### src/rtl/sram_arb_pkg.sv
// Shared types and width helpers for the sram arbiter.
package sram_arb_pkg;

    typedef enum logic {
        ARB_IDLE  = 1'b0,
        ARB_OWNED = 1'b1
    } arb_state_t;

    function automatic int ptr_w(input int num_req);
        return (num_req > 1) ? $clog2(num_req) : 1;
    endfunction

    function automatic int hold_w(input int max_hold);
        return $clog2(max_hold + 1);
    endfunction

endpackage

### src/rtl/sram_arbiter_if.sv
// Requester-side and sram-side signals of the arbiter.
// SRAM_ARB_LOCK_EN adds the per-requester lock input.
interface sram_arbiter_if #(
    parameter int NUM_REQ    = 3,
    parameter int ADDR_WIDTH = 4,
    parameter int DATA_WIDTH = 8
);
    // Handshake: requester i holds req/req_we/req_addr/req_wdata stable while
    // req[i] is high; the access transfers on the rising edge where
    // req[i] & gnt[i], and a read returns rdata one cycle later with rvalid[i].
    logic [NUM_REQ-1:0]            req;
    logic [NUM_REQ-1:0]            req_we;
    logic [NUM_REQ*ADDR_WIDTH-1:0] req_addr;
    logic [NUM_REQ*DATA_WIDTH-1:0] req_wdata;
`ifdef SRAM_ARB_LOCK_EN
    logic [NUM_REQ-1:0]            lock;
`endif
    logic [NUM_REQ-1:0]            gnt;
    logic [NUM_REQ-1:0]            rvalid;
    logic [DATA_WIDTH-1:0]         rdata;
    logic                          sram_cs;
    logic                          sram_we;
    logic [ADDR_WIDTH-1:0]         sram_addr;
    logic [DATA_WIDTH-1:0]         sram_din;
    logic [DATA_WIDTH-1:0]         sram_dout;
    logic                          busy;

`ifdef SRAM_ARB_LOCK_EN
    modport slave (
        input  req, req_we, req_addr, req_wdata, lock, sram_dout,
        output gnt, rvalid, rdata, sram_cs, sram_we, sram_addr, sram_din, busy
    );
    modport master (
        output req, req_we, req_addr, req_wdata, lock, sram_dout,
        input  gnt, rvalid, rdata, sram_cs, sram_we, sram_addr, sram_din, busy
    );
`else
    modport slave (
        input  req, req_we, req_addr, req_wdata, sram_dout,
        output gnt, rvalid, rdata, sram_cs, sram_we, sram_addr, sram_din, busy
    );
    modport master (
        output req, req_we, req_addr, req_wdata, sram_dout,
        input  gnt, rvalid, rdata, sram_cs, sram_we, sram_addr, sram_din, busy
    );
`endif

endinterface

### src/rtl/sram_arbiter_rr_picker.sv
// Combinational round-robin picker: first requester after ptr, wrapping.
module rr_picker
    import sram_arb_pkg::*;
#(
    parameter int NUM_REQ = 3,
    parameter int PTR_W   = ptr_w(NUM_REQ)
) (
    input  logic [NUM_REQ-1:0] req,
    input  logic [PTR_W-1:0]   ptr,
    output logic [NUM_REQ-1:0] win_oh,
    output logic [PTR_W-1:0]   win_idx
);

    always_comb begin
        int   cand;
        logic found;
        cand    = 0;
        found   = 1'b0;
        win_oh  = '0;
        win_idx = '0;
        // ptr itself is scanned last so the previous winner has lowest priority.
        for (int k = 1; k <= NUM_REQ; k++) begin
            cand = (int'(ptr) + k) % NUM_REQ;
            if (!found && req[cand]) begin
                found        = 1'b1;
                win_oh[cand] = 1'b1;
                win_idx      = PTR_W'(cand);
            end
        end
    end

endmodule

### src/rtl/sram_arbiter.sv
// Round-robin sram port arbiter with bounded sticky streaks.
// Define SRAM_ARB_LOCK_EN to let a locked owner keep the port indefinitely.
module sram_arbiter
    import sram_arb_pkg::*;
#(
    parameter int NUM_REQ    = 3,
    parameter int ADDR_WIDTH = 4,
    parameter int DATA_WIDTH = 8,
    parameter int MAX_HOLD   = 4
) (
    input  logic          clk,
    input  logic          rst,
    sram_arbiter_if.slave bus,
    output arb_state_t    state_dbg
);

    localparam int PTR_W  = ptr_w(NUM_REQ);
    localparam int HOLD_W = hold_w(MAX_HOLD);

    arb_state_t         state_q, state_d;
    logic [PTR_W-1:0]   ptr_q, ptr_d, owner_q, owner_d;
    logic [PTR_W-1:0]   rr_idx, win_idx;
    logic [HOLD_W-1:0]  hold_q, hold_d;
    logic [NUM_REQ-1:0] rr_oh, owner_oh, gnt, rvalid_q;
    logic               others_req, hold_ok, lock_hold, owner_keeps, xfer;
    logic               sram_we_c;

    rr_picker #(
        .NUM_REQ (NUM_REQ),
        .PTR_W   (PTR_W)
    ) u_picker (
        .req     (bus.req),
        .ptr     (ptr_q),
        .win_oh  (rr_oh),
        .win_idx (rr_idx)
    );

    assign owner_oh   = NUM_REQ'(1) << owner_q;
    assign others_req = |(bus.req & ~owner_oh);
    assign hold_ok    = hold_q < HOLD_W'(MAX_HOLD);

`ifdef SRAM_ARB_LOCK_EN
    assign lock_hold = bus.lock[owner_q];
`else
    assign lock_hold = 1'b0;
`endif

    assign owner_keeps = (state_q == ARB_OWNED) && bus.req[owner_q]
                         && (lock_hold || hold_ok || !others_req);

    // Gated by rst so nothing reaches the sram while reset is asserted.
    assign gnt     = rst ? '0 : (owner_keeps ? owner_oh : rr_oh);
    assign win_idx = owner_keeps ? owner_q : rr_idx;
    assign xfer    = |gnt;

    always_comb begin
        sram_we_c     = 1'b0;
        bus.sram_addr = '0;
        bus.sram_din  = '0;
        for (int i = 0; i < NUM_REQ; i++) begin
            if (gnt[i]) begin
                sram_we_c     = bus.req_we[i];
                bus.sram_addr = bus.req_addr[i*ADDR_WIDTH +: ADDR_WIDTH];
                bus.sram_din  = bus.req_wdata[i*DATA_WIDTH +: DATA_WIDTH];
            end
        end
    end

    always_comb begin
        state_d = state_q;
        ptr_d   = ptr_q;
        owner_d = owner_q;
        hold_d  = hold_q;
        if (xfer) begin
            state_d = ARB_OWNED;
            ptr_d   = win_idx;
            owner_d = win_idx;
            if (state_q == ARB_OWNED && win_idx == owner_q) begin
                hold_d = hold_ok ? hold_q + HOLD_W'(1) : hold_q;
            end else begin
                hold_d = HOLD_W'(1);
            end
        end else begin
            state_d = ARB_IDLE;
            hold_d  = '0;
        end
    end

    always_ff @(posedge clk or posedge rst) begin
        if (rst) begin
            state_q  <= ARB_IDLE;
            ptr_q    <= PTR_W'(NUM_REQ - 1);
            owner_q  <= '0;
            hold_q   <= '0;
            rvalid_q <= '0;
        end else begin
            state_q  <= state_d;
            ptr_q    <= ptr_d;
            owner_q  <= owner_d;
            hold_q   <= hold_d;
            rvalid_q <= gnt & {NUM_REQ{~sram_we_c}};
        end
    end

    assign bus.gnt     = gnt;
    assign bus.sram_cs = xfer;
    assign bus.sram_we = sram_we_c;
    assign bus.rvalid  = rvalid_q;
    assign bus.rdata   = bus.sram_dout;
    assign bus.busy    = (|bus.req) | (|rvalid_q);
    assign state_dbg   = state_q;

endmodule

### src/flat_wrapper.sv
// flat-port wrapper written by rule: the top's interface ports become plain ports
module sram_arbiter_flat import sram_arb_pkg::*;
#(
    parameter int NUM_REQ    = 3,
    parameter int ADDR_WIDTH = 4,
    parameter int DATA_WIDTH = 8,
    parameter int MAX_HOLD   = 4
)
  (clk, rst, state_dbg, bus_req, bus_req_we, bus_req_addr, bus_req_wdata, bus_sram_dout, bus_gnt, bus_rvalid, bus_rdata, bus_sram_cs, bus_sram_we, bus_sram_addr, bus_sram_din, bus_busy);
  sram_arbiter_if #(.NUM_REQ(NUM_REQ), .ADDR_WIDTH(ADDR_WIDTH), .DATA_WIDTH(DATA_WIDTH)) bus_i ();
  input  logic clk;
  input  logic rst;
  output arb_state_t state_dbg;
  input wire logic [$bits(bus_i.req)-1:0] bus_req;
  input wire logic [$bits(bus_i.req_we)-1:0] bus_req_we;
  input wire logic [$bits(bus_i.req_addr)-1:0] bus_req_addr;
  input wire logic [$bits(bus_i.req_wdata)-1:0] bus_req_wdata;
  input wire logic [$bits(bus_i.sram_dout)-1:0] bus_sram_dout;
  output wire logic [$bits(bus_i.gnt)-1:0] bus_gnt;
  output wire logic [$bits(bus_i.rvalid)-1:0] bus_rvalid;
  output wire logic [$bits(bus_i.rdata)-1:0] bus_rdata;
  output wire logic [$bits(bus_i.sram_cs)-1:0] bus_sram_cs;
  output wire logic [$bits(bus_i.sram_we)-1:0] bus_sram_we;
  output wire logic [$bits(bus_i.sram_addr)-1:0] bus_sram_addr;
  output wire logic [$bits(bus_i.sram_din)-1:0] bus_sram_din;
  output wire logic [$bits(bus_i.busy)-1:0] bus_busy;
  assign bus_i.req = bus_req;
  assign bus_i.req_we = bus_req_we;
  assign bus_i.req_addr = bus_req_addr;
  assign bus_i.req_wdata = bus_req_wdata;
  assign bus_i.sram_dout = bus_sram_dout;
  assign bus_gnt = bus_i.gnt;
  assign bus_rvalid = bus_i.rvalid;
  assign bus_rdata = bus_i.rdata;
  assign bus_sram_cs = bus_i.sram_cs;
  assign bus_sram_we = bus_i.sram_we;
  assign bus_sram_addr = bus_i.sram_addr;
  assign bus_sram_din = bus_i.sram_din;
  assign bus_busy = bus_i.busy;
  sram_arbiter #(.NUM_REQ(NUM_REQ), .ADDR_WIDTH(ADDR_WIDTH), .DATA_WIDTH(DATA_WIDTH), .MAX_HOLD(MAX_HOLD)) u_core (.clk(clk), .rst(rst), .bus(bus_i), .state_dbg(state_dbg));
endmodule
### config.mk
export PLATFORM = sky130hd
export DESIGN_NAME = sram_arbiter_flat
export DESIGN_NICKNAME = d
export VERILOG_FILES = /design/src/rtl/sram_arb_pkg.sv /design/src/rtl/sram_arbiter_if.sv /design/src/rtl/sram_arbiter_rr_picker.sv /design/src/rtl/sram_arbiter.sv /design/src/flat_wrapper.sv
export SDC_FILE = /design/constraint.sdc
export NUM_CORES = 1
export LEC_CHECK = 0
export ABC_AREA = 1
export ABC_CLOCK_PERIOD_IN_PS = 3400
export BUFFER_PORTS_ARGS = -buffer_cell sky130_fd_sc_hd__buf_2
export CORE_MARGIN = 3
export CORE_UTILIZATION = 24
export CTS_BUF_LIST = sky130_fd_sc_hd__clkbuf_16
export CTS_CLUSTER_SIZE = 40
export DETAILED_ROUTE_END_ITERATION = 8
export REMOVE_ABC_BUFFERS = 1
export SYNTH_ARGS = -nofsm -noshare
export SYNTH_HDL_FRONTEND = slang
export SYNTH_SLANG_ARGS = --single-unit
### constraint.sdc
create_clock -name clk -period 3.4 [get_ports clk]
set_input_delay 0.17 -clock clk [delete_from_list [all_inputs] [get_ports clk]]
set_output_delay 0.17 -clock clk [all_outputs]
set_load 0.02 [all_outputs]
==> results of run 1 <==
-- final cells by class --
class | count | area [um2] | share of cell area, %
flip-flops and latches | 10 | 251.5 | 15.04
clock inverters | 1 | 3.754 | 0.2246
repair buffers | 66 | 335.3 | 20.06
well taps | 67 | 83.83 | 5.015
inverters | 27 | 101.3 | 6.063
multi-input cells | 159 | 820.8 | 49.10
clock buffers | 3 | 75.07 | 4.491
-- path summary, 6_finish.rpt --
check / startpoint / cells after the start / to
worst max-delay path: u_core.owner_q[0]$_DFFE_PP0P_ / 13 / bus_sram_addr[3]
max in group asynchronous: rst / 3 / u_core.ptr_q[1]$_DFFE_PP1P_
worst max register to register: u_core.owner_q[0]$_DFFE_PP0P_ / 13 / u_core.bus.rvalid[0]$_DFF_PP0_
worst min register to register: u_core.hold_q[1]$_DFFE_PP0P_ / 2 / u_core.hold_q[1]$_DFFE_PP0P_
min in group asynchronous: rst / 3 / u_core.owner_q[1]$_DFFE_PP0P_
worst min-delay path: bus_req_we[2] / 2 / u_core.bus.rvalid[2]$_DFF_PP0_
-- cell families after synthesis --
family,count (synthesis)
and+or+nand+nor,144
AOI/OAI and AO/OA,8
buffers and inverters,40
muxes,1
xor gates and xnor gates,1
DFF,10
adders and majority gates,5
-- critical path: cells and delay by family (launching register included) --
kind                       cells  cell delay [ns]
and+or+nand+nor                8             0.96
adders and majority gates      1             0.49
buffers and inverters          3             0.38
DFF                            1             0.47
AOI/OAI and AO/OA              1             0.22
-- placed cells by master, fill, tap and decap left out, drive strengths merged, types with 2 or more instances in the layout --
cell    instances
dfrtp           9
buf            65
nand4           5
nand3          54
nand2          71
ha              5
nor2           11
inv            26
o21ai           6
clkinv          2
nor3            2
clkbuf          3
-- sequential cells by signal, indices dropped and copies added (netlist names) --
register           count
u_core.bus.rvalid      3
u_core.ptr_q           1
u_core.state_dbg       1
u_core.owner_q         2
u_core.hold_q          3
-- where the power goes --
| group | switching (mW) | internal [mW] | total (mW) |
|---|---|---|---|
| combinational | 0.997 | 0.459 | 1.46 |
| sequential | 0.0430 | 0.172 | 0.215 |
| clock | 0.0559 | 0.154 | 0.210 |
-- layer usage --
layer  wire [um]  global-route usage [%]  share of wire [%]
met1        1565                   14.50                 42
met4          17                   2.273               0.46
met3         360                   4.195                9.6
met5           0                       0                  0
met2        1789                   22.24                 48
-- through the flow --
| step | instance area, um2 | util, % | hold WS [ns] | worst slack, ns | total power [mW] |
|---|---|---|---|---|---|
| global placement | 1583 | 32.23 | 0.2006 | 0.7777 | 1.677 |
| finish | 1672 | 34.04 | 0.1065 | 0.4556 | 1.881 |
| floorplan | 1174 | - | 0.03405 | 1.069 | 1.282 |
| CTS | 1672 | 34.04 | 0.1046 | 0.4238 | 1.898 |
| global route | 1672 | 34.04 | 0.1227 | 0.1192 | 2.081 |
| detailed placement | 1583 | 32.23 | 0.1929 | 0.6966 | 1.674 |
-- repair_timing --
item                      4_1_cts  5_1_grt
hold buffers                    1        0
hold endpoints to repair        9        0
buffers inserted                0        0
==> flow_summary.ini, run 1 <==
[logic_synthesis]
synth_top_family_by_area = simple AND/OR/NAND/NOR gates
synth_most_common_cell = nand2_1
ys.flop_type = dfrtp_1
synth_adder_area_share_pct = 4.926
synth_area_leader_cell = nand3_1
summed_instance_area_of_the_synthesized_netlist_um2 = 1270
muxShareOfSynthArea_pct = 0.7882
synth_enable_flop_cells = 0
mean_area_per_synthesized_cell_um2 = 6.076
synth.top_cells.by_count = nand2_1 (64), nand3_1 (50), inv_1 (19), buf_4 (10), nor2_1 (10)
synthTopCellsByArea = nand3_1 (20%), nand2_1 (19%), dfrtp_1 (18%)
ys_ff_latch = 10
post_synth_and_or_nand_nor_area_fraction_pct = 54.48
synth-warning-count = 0
synth_xor_area_share_pct = 0.6897
synth_cell_types = 25
instance_count_of_the_mapped_netlist = 209
yosys.area.top_type_share_pct = 19.70
post_synthesis_async_set_or_reset_flop_share_pct = 100.0
seq_area_frac_synth_pct = 19.80
synth_compound_area_share_pct = 3.744

[grt]
antenna_found_initial = 0
grt_max_degree = 18
gr-total-overflow = 0
grt_first_pass_wirelength_mm = 6.472
grt_pass1_vias = 1595
grt.total_usage_pct = 12.46

[pwr]
cellLeakagePower_nw = 0.9880
irDropWorstVdd_v = 0.0005445
power.density_cell_area_nw_per_um2 = 1125

[status]
status = completed

[die]
core_region_area_um2 = 4911
die_width_um = 78.74
io_pins = 82
core.rowCount = 25
die_height_um = 78.74
start_util_pct = 25.86
die_area_um2 = 6200

[clocking]
max-clock-path-buffers = 2
cts_h_tree_depth = 1
insertion_delay_ns = 0.24
clockRootBuffer = clkbuf_16
worst_setup_hold_path_clk_slew_ns = 0.04
tritoncts = yes
clkSinkCount = 10
cts_made_buffers = 3
post_cts_resize_count = 0

[critical_path]
max_fo_critical_path = 17
crit_type = flop to output pin
crit_slowest_cell = ha_1
regToRegSetupSlack_ns = 0.93
worstPathRequired_ns = 3.23
timing.critical_path.from_type = flop
crit_path_end_kind = output pin
cp.arrival_ns = 2.77
cpPeakStageDelay_ns = 0.49
timing.critical_path.cells = inv_2, ha_1, inv_2, nand2_1, nand3_1, a31oi_1, nand3_2, nand2_4, nand2_4, nor2_4, nand2_1, nand3_1, buf_2

[routing]
routed_wirelength_mm = 3.733
avgViaCountPerCell = 4.646
ant_nets = 0
drtIter0Drc = 42
routedWlPerCell_um = 11.21
detailroute.via_count = 1547
drt_first_pass_iters = 4
drt_drc_violations_left = 0

[sta]
finalWorstPathRequiredPeriod_ns = 2.944
fin_worst_skew_ns = 0.002142
achievable-frequency_ghz = 0.3396
worst_pin_slew_ns = 0.4587
report.final.slew_viol_count = 0
setup-violations-final = 0
final.setup.tns_ns = 0
timing.final.hold_violations = 0
timing.final.crit_share_pct = 86.60
slew_headroom_pct = 69.39
grt_setup_unrepaired = no

[cells_and_area]
finalNonFillerCells = 333
n_fill_cell = 528
finalNetCount = 324
layout-area-overhead-vs-synth_pct = 31.63
n_antenna_cell = 0
drive_gt1_share_pct = 33.46

[placed_design]
io_buffers = 65
dpl.cell_count = 328
place_hpwl_mm = 3.034
routabilityCongestion = 0.8031

[worst_hold_path]
hold_path_class = primary input to flop

[run]
max_cap_viol_count = 0
(Power assumes the default switching activity.)
==> run 2, diff against run 1 <==
--- a/config.mk
+++ b/config.mk
@@ -13,6 +13,7 @@
 export CTS_BUF_LIST = sky130_fd_sc_hd__clkbuf_16
 export CTS_CLUSTER_SIZE = 40
 export DETAILED_ROUTE_END_ITERATION = 8
+export RECOVER_POWER = 50
 export REMOVE_ABC_BUFFERS = 1
 export SYNTH_ARGS = -nofsm -noshare
 export SYNTH_HDL_FRONTEND = slang
==> flow_summary.ini, run 2 (same netlist as run 1, synthesis figures left out) <==
[routing]
routed_wirelength_mm = 3.734
drtIter0Drc = 45
avgViaCountPerCell = 4.661
routedWlPerCell_um = 11.21
drt_first_pass_iters = 4
ant_nets = 0
drt_drc_violations_left = 0
detailroute.via_count = 1552

[placed_design]
dpl_cell_area_um2 = 1583
routabilityCongestion = 0.8031
place_hpwl_mm = 3.034
io_buffers = 65
post-place-ws_ns = 0.6966

[pwr]
share_clk_of_total_power_pct = 11.2
cellLeakagePower_nw = 0.9670
sequentialPowerShare_pct = 11.5
irDropWorstVdd_v = 0.0005446
combinationalPowerShare_pct = 77.2
sw_ratio_pct = 58.45
p_sw_mw = 1.092
power.density_cell_area_nw_per_um2 = 1125
power.internal_mw = 0.7764

[critical_path]
crit_slowest_cell = ha_1
cp.arrival_ns = 2.76
cpPeakStageDelay_ns = 0.49
crit_type = flop to output pin
worstPathRequired_ns = 3.23
crit_path_end_kind = output pin
timing.critical_path.cells = inv_2, ha_1, inv_2, nand2_1, nand3_1, a31oi_1, nand3_2, nand2_4, nand2_4, nor2_4, nand2_1, nand3_1, buf_2
cpLargestDelayFamily = simple AND/OR/NAND/NOR gates
cp.buffers_inverters = 3
max_fo_critical_path = 17
timing.critical_path.from_type = flop

[status]
status = completed

[clocking]
clockRootBuffer = clkbuf_16
max-clock-path-buffers = 2
clkSinkCount = 10
post_cts_resize_count = 0
cts_made_buffers = 3
cts_h_tree_depth = 1
insertion_delay_ns = 0.24
tritoncts = yes
worst_setup_hold_path_clk_slew_ns = 0.04

[cells_and_area]
postLayoutCellArea_um2 = 1660
layout-area-overhead-vs-synth_pct = 30.74
drive_gt1_share_pct = 31.20
finalNetCount = 324
layout_commonest_cell = nand2_1
n_antenna_cell = 0
most-common-layout-cells = nand2_1 (64), buf_2 (60), nand3_1 (51), inv_1 (19), nor2_1 (10)
layout.core_utilization_pct = 33.81

[sta]
worst_pin_slew_ns = 0.4583
timing.final.ws_setup_ns = 0.4652
timing.final.hold_violations = 0
final.setup.tns_ns = 0
grt_setup_unrepaired = no
timing.final.crit_share_pct = 86.32
setup-violations-final = 0
fin_worst_skew_ns = 0.002081
slew_headroom_pct = 69.41
finalWorstPathRequiredPeriod_ns = 2.935
achievable-frequency_ghz = 0.3407
fin_hold_ws_ns = 0.1083
report.final.slew_viol_count = 0

[die]
die_height_um = 78.74
io_pins = 82
start_util_pct = 25.86
core_region_area_um2 = 4911
die_area_um2 = 6200
core.rowCount = 25
die_width_um = 78.74

[worst_hold_path]
hold_path_class = primary input to flop

[grt]
antenna_found_initial = 0
grt_max_degree = 18
gr-total-overflow = 0
grt_first_pass_wirelength_mm = 6.472
grt_pass1_vias = 1595
grt.total_usage_pct = 12.46

[run]
max_cap_viol_count = 0
run 2: cell count changes in the layout (fill, tap and decap cells not counted):
cell,change
buf_2,-5
clkbuf_1,+5
nand3_1,+1
nand3_2,-1
run 2: area by class of cell:
class	count	area (um2)
clock buffer	3	75.07
clock inverter	1	3.754
fill	531	3251
inverter	27	101.3
multi-input combinational	159	815.8
sequential	10	251.5
tap	67	83.83
timing repair buffer	66	329.1
run 2: metal layers:
metal | share of wire [%] | vias to the layer above | GRT usage [%]
met1 | 42 | 684 | 14.50
met4 | 0.46 | 0 | 2.273
met2 | 48 | 78 | 22.24
met5 | 0 | - | 0
met3 | 9.4 | 3 | 4.195
li1 | - | 787 | -
run 2: worst paths after layout:
path	from	endpoint	slack, ns	cells after the start
max	u_core.owner_q[0]$_DFFE_PP0P_	bus_sram_addr[3]	0.47	13
min	bus_req_we[2]	u_core.bus.rvalid[2]$_DFF_PP0_	0.11	2
max reg2reg	u_core.owner_q[0]$_DFFE_PP0P_	u_core.owner_q[1]$_DFFE_PP0P_	0.87	11
min reg2reg	u_core.hold_q[1]$_DFFE_PP0P_	u_core.hold_q[1]$_DFFE_PP0P_	0.54	2
max in group asynchronous	rst	u_core.ptr_q[1]$_DFFE_PP1P_	2.58	3
min in group asynchronous	rst	u_core.owner_q[1]$_DFFE_PP0P_	0.48	3
run 2: repair_timing:
action / CTS / global route
endpoints found under the setup margin: 0 / 0
hold buffers: 1 / 0
hold endpoints to repair: 9 / 0
setup buffers: 0 / 0
run 2: metrics by stage:
step                cells  power (mW)
floorplan             196       1.282
detailed placement    328       1.674
global placement      328       1.677
global route          333       2.069
finish                333       1.869
CTS                   333       1.898
run 2: worst reg2reg max path, cell delays in order, from the launching register on:
cell and delay [ns]:
dfrtp_1 0.47, inv_2 0.12, ha_1 0.50, inv_2 0.09, nand2_1 0.07, nand3_1 0.06
a31oi_1 0.22, nand3_2 0.14, nand2_4 0.21, nand3_1 0.28, nand3_1 0.16, o21ai_0 0.09
run 2: power by group through the flow:
stage               sequential (mW)  clock, mW  combinational [mW]
floorplan                     0.229          0                1.05
global placement              0.215          0                1.46
detailed placement            0.216          0                1.46
CTS                           0.214      0.213                1.47
global route                  0.223      0.219                1.63
finish                        0.215      0.210                1.44
